`src/rtl/proj_pkg.sv`:
```
// Shared types and default sizing for the MinHash datapath.
package proj_pkg;
    localparam int HASHER_DATA_BITS = 32;
    localparam int NUM_HASHES       = 8;

    typedef enum logic {
        ACCUM = 1'b0,
        DUMP  = 1'b1
    } state_t;
endpackage

```
`src/rtl/minhash_min_accum.sv`:
```
// Keeps the running unsigned minimum signature per hash seed over a sequence
// of k-mers, then streams one result beat per seed.
module minhash_min_accum
    import proj_pkg::*;
#(
    parameter int HASHER_DATA_BITS = proj_pkg::HASHER_DATA_BITS,
    parameter int NUM_HASHES       = proj_pkg::NUM_HASHES,
    localparam int IDX_BITS = (NUM_HASHES > 1) ? $clog2(NUM_HASHES) : 1
) (
    input  logic                        clk,
    input  logic                        rst,
    input  logic                        in_valid,
    output logic                        in_ready,
    input  logic [HASHER_DATA_BITS-1:0] in_signature,
    input  logic [IDX_BITS-1:0]         in_hash_idx,
    input  logic                        in_last,
    output logic                        out_valid,
    input  logic                        out_ready,
    output logic [HASHER_DATA_BITS-1:0] out_min,
    output logic [IDX_BITS-1:0]         out_hash_idx,
    output logic                        out_last,
    output logic                        idx_err
);

    localparam logic [IDX_BITS-1:0] LAST_IDX = IDX_BITS'(NUM_HASHES - 1);

    state_t                        state_q, state_d;
    logic [IDX_BITS-1:0]           exp_idx_q, exp_idx_d;
    logic [IDX_BITS-1:0]           dump_cnt_q, dump_cnt_d;
    logic                          first_kmer_q, first_kmer_d;
    logic                          idx_err_q, idx_err_d;
    logic [HASHER_DATA_BITS-1:0]   min_q [NUM_HASHES];
    logic                          wr_en;
    logic [HASHER_DATA_BITS-1:0]   wr_data;
    logic [HASHER_DATA_BITS-1:0]   cur_min;
    logic                          accept;

    assign accept  = in_valid && (state_q == ACCUM);
    // A write only happens when in_hash_idx == exp_idx, so exp_idx addresses it.
    assign cur_min = min_q[exp_idx_q];

    always_comb begin
        state_d      = state_q;
        exp_idx_d    = exp_idx_q;
        dump_cnt_d   = dump_cnt_q;
        first_kmer_d = first_kmer_q;
        idx_err_d    = idx_err_q;
        wr_en        = 1'b0;
        wr_data      = cur_min;

        if (accept) begin
            if (in_hash_idx != exp_idx_q) begin
                idx_err_d = 1'b1;
            end else begin
                wr_en = 1'b1;
                if (first_kmer_q || (in_signature < cur_min)) begin
                    wr_data = in_signature;
                end
                if (exp_idx_q == LAST_IDX) begin
                    exp_idx_d    = '0;
                    first_kmer_d = 1'b0;
                    if (in_last) begin
                        state_d = DUMP;
                    end
                end else begin
                    exp_idx_d = exp_idx_q + 1'b1;
                end
            end
        end

        if ((state_q == DUMP) && out_ready) begin
            if (dump_cnt_q == LAST_IDX) begin
                dump_cnt_d   = '0;
                first_kmer_d = 1'b1;
                state_d      = ACCUM;
            end else begin
                dump_cnt_d = dump_cnt_q + 1'b1;
            end
        end
    end

    always_ff @(posedge clk) begin
        if (rst) begin
            state_q      <= ACCUM;
            exp_idx_q    <= '0;
            dump_cnt_q   <= '0;
            first_kmer_q <= 1'b1;
            idx_err_q    <= 1'b0;
            for (int i = 0; i < NUM_HASHES; i++) begin
                min_q[i] <= '1;
            end
        end else begin
            state_q      <= state_d;
            exp_idx_q    <= exp_idx_d;
            dump_cnt_q   <= dump_cnt_d;
            first_kmer_q <= first_kmer_d;
            idx_err_q    <= idx_err_d;
            if (wr_en) begin
                min_q[exp_idx_q] <= wr_data;
            end
        end
    end

    assign in_ready     = (state_q == ACCUM);
    assign out_valid    = (state_q == DUMP);
    assign out_min      = min_q[dump_cnt_q];
    assign out_hash_idx = dump_cnt_q;
    assign out_last     = (state_q == DUMP) && (dump_cnt_q == LAST_IDX);
    assign idx_err      = idx_err_q;

endmodule

```
`config.mk`:
```
export PLATFORM = sky130hd
export DESIGN_NAME = minhash_min_accum
export DESIGN_NICKNAME = d
export VERILOG_FILES = /design/src/rtl/proj_pkg.sv /design/src/rtl/minhash_min_accum.sv
export SDC_FILE = /design/constraint.sdc
export NUM_CORES = 1
export LEC_CHECK = 0
export CORE_MARGIN = 4
export CORE_UTILIZATION = 53
export DETAILED_ROUTE_END_ITERATION = 10
export GPL_ROUTABILITY_DRIVEN = 0
export PLACE_DENSITY_LB_ADDON = 0.1
export SYNTH_ARGS = -nofsm -noshare
export SYNTH_HDL_FRONTEND = slang
export SYNTH_SLANG_ARGS = --single-unit
```
`constraint.sdc`:
```
create_clock -name clk -period 4.4 [get_ports clk]
set_clock_uncertainty 0.15 [all_clocks]
set_input_delay 1.1 -clock clk [delete_from_list [all_inputs] [get_ports clk]]
set_output_delay 1.1 -clock clk [all_outputs]
set_load 0.01 [all_outputs]
```
==> run_results.csv <==
group,metric,value,unit
run_status,status,"finished, final reports clean",
detailed_routing,via_count,12600,
detailed_routing,post-route-drc-count,0,
worst_setup_path,path_buf_inv,3,
pwr,leakage,5.64,nW
sta,fin_crit,4.15,ns
yosys,yosysUniqueCellTypes,38,
global_routing,gr-usage-all-layers,26.8,%
worst_setup_path,cpPeakStageDelay,0.56,ns
yosys,synth_area,18100,um^2
layout,diodes,0,
sta,tns,0,ns
layout,fin_util,62.1,%
yosys,synth_top_cells_by_count,"521 x nor2_1, 260 x mux2i_1, 256 x edfxtp_1",
worst_setup_path,critPathArrivalTime,4.29,ns
global_routing,grt_pass1_vias,12800,
worst_setup_path,rr_worst_depth,11,
sta,hold_viol_final,0,
yosys,yosysMostFrequentCell,"nor2_1",
yosys,synth_top_area_share,42.5,%
detailed_routing,drtIter0Drc,1059,
cts,htreeDepth,1,
run,maxCapViolCount,0,
yosys,syn_area_per_cell,11.6,um^2
sta,report.final.slew_viol_count,0,
worst_setup_path,cp_max_fo,62,
worst_setup_path,crit_family,"compound AO/OA/AOI/OAI gates",
worst_setup_path,crit_top_cell,"buf_12",
detailed_routing,via_per_inst,6.09,
yosys,ys_seq_elements,271,
cts,cts_tree,"built",
floorplanning,initial_core_util,53.8,%
global_routing,grt_max_degree,65,
detailed_routing,routed_wirelength,48800,um
worst_hold_path,worstHoldPathCells,1,
floorplanning,die_y,193,um
global_routing,antenna_found_initial,0,
worst_setup_path,cp_num_cells,11,
yosys,async_flop_share,0,%
yosys,yosys_warnings,0,
global_routing,grt_pass1_wl,75600,um
sta,final-setup-viol-count,0,
yosys,synth_area_leaders,"edfxtp_1 43%, mux4_2 16%, mux2i_1 14%, nor2_1 11%, mux2_2 4.0%",
yosys,synth_cells,1558,
detailed_routing,firstDrtPassIters,6,
cts,cts_resized,0,
detailed_routing,ant_nets,0,
detailed_routing,wl_per_cell,23.5,um
floorplanning,core,33600,um^2
yosys,synth_fp_nets,1633,
worst_setup_path,crit_slowest_cell,"mux4_2",
cts,hold_buffers,0,
sta,clock.fmax,241,MHz
layout,drive_gt1_share,22.2,%
sta,fin_crit_sh,94.3,%
layout,fin_cells,2074,
worst_setup_path,startpoint_type,"register",
placement,dp_hpwl,29100,um
cts,post-cts-setup-buffers,0,
pwr,power_density,291,nW/um^2
placement,placedCellCount,2018,
floorplanning,rows,67,
yosys,synth_top_area_cell,"edfxtp_1",
yosys,dominantRegCellSynth,"edfxtp_1",
sta,max_slew_margin,40.6,%
floorplanning,dieArea,37100,um^2
yosys,synth_edf_count,256,
floorplanning,ios,79,
placement,io_buffers,78,
cts,path_clk_slew,0.06,ns
sta,rsz0062_at_grt,"false",
cts,clock_tree.root_cell,"clkbuf_16",
global_routing,overflow,0,
yosys,synth-seq-area-share,44.2,%
sta,worstMarginPinSlew,0.892,ns
worst_setup_path,cp.required,4.54,ns
cts,clk_latency,0.56,ns
pwr,vdd_ir_drop_max,305,uV
cts,cts_buffers,30,
cts,clockBufferDepth,3,
layout,fin_nets,1677,
floorplanning,die_w,193,um
worst_setup_path,path_class,"reg -> reg",
layout,area_growth,15.5,%
cts,cts.sinks,271,
worst_setup_path,worstSetupEndpointType,"register",
worst_hold_path,hp-class,"reg -> reg",
worst_setup_path,crit_chain,"buf_12 -> mux4_2 -> mux2_2 -> inv_1 -> ha_1 -> a22o_1 -> o31ai_1 -> o221ai_1 -> o21ai_4 -> buf_12 -> mux2i_1",
==> layout by cell type (no fill, tap or decap), types with 4 or more instances in the layout <==
cell type	netlist	layout
ha_1	35	35
nor2_1	521	521
buf_4	2	58
mux2i_1	260	260
buf_12	0	31
xor2_1	4	4
a211oi_1	5	4
clkinvlp_4	0	4
clkinv_2	0	6
nor3_1	6	6
nand3_1	9	5
mux4_2	128	128
a21oi_1	10	10
clkbuf_16	0	31
nand2_2	0	4
nand2_1	16	12
dfxtp_1	15	9
mux2_2	64	64
dfxtp_4	0	4
bufinv_16	0	7
nand4_1	6	6
inv_1	35	35
nand2b_2	0	8
edfxtp_1	256	256
o21ai_0	4	4
clkdlybuf4s50_1	0	78
==> per-stage QoR <==
step           setup slack, ns  hold slack (ns)  total power [W]  cell area [um^2]
4_1_cts                  0.224            0.318          0.00610             20900
3_5_place_dp             0.221            0.297          0.00330             19800
3_3_place_gp             0.281            0.293          0.00330             19800
5_1_grt                 0.0513            0.354          0.00622             20900
6_report                 0.253            0.314          0.00608             20900
2_1_floorplan            0.534            0.276          0.00312             18100
==> state kept, by name, indices dropped and copies added, names as in the netlist, named ones only <==
signal	flops
idx_err	1
out_valid	1
min_q	256
exp_idx_q	3
out_hash_idx	3
first_kmer_q	1
==> cells by family after synthesis <==
kind of cell	count (synthesis)	synth area share (%)
flip-flops	271	44.2
buffers and inverters	190	5.09
multiplexers	452	34.3
AND/OR/NAND/NOR	573	12.4
adder cells (fa/ha/maj)	35	2.42
XOR/XNOR	4	0.194
AO/OA/AOI/OAI	33	1.32
==> power breakdown <==
part / internal, W / switching [W]
Sequential: 0.00281 / 0.00000300
Combinational: 0.000178 / 0.000256
Clock: 0.00174 / 0.00109
Total: 0.00472 / 0.00135
==> metal layers <==
metal	track usage, %	wire length [um]	vias to the layer above	part of all wire, %
met3	3.38	3540	73	7.3
li1	-	-	5718	-
met5	0	0	-	0
met4	5.87	1050	0	2.2
met1	38.6	20600	6362	42
met2	44.0	23600	479	48
==> path summary, 6_finish.rpt <==
check | start | endpoint | slack [ns]
worst max-delay path | register | min_q[2][27]$_SDFFCE_PN1P_ | 0.25
worst min-delay path | first_kmer_q$_SDFF_PP1_ | first_kmer_q$_SDFF_PP1_ | 0.31
worst max register to register | register | min_q[2][27]$_SDFFCE_PN1P_ | 0.25
worst min register to register | first_kmer_q$_SDFF_PP1_ | first_kmer_q$_SDFF_PP1_ | 0.31
==> area by class of cell <==
type / count / area, um^2
Fill cell: 2570 / 12700
Multi-Input combinational cell: 1097 / 9240
Sequential cell: 271 / 8010
Timing Repair Buffer: 167 / 1840
Clock buffer: 36 / 825
Tap cell: 448 / 561
Clock inverter: 20 / 282
Inverter: 35 / 131
No activity file was read; power rests on OpenSTA's default activity.
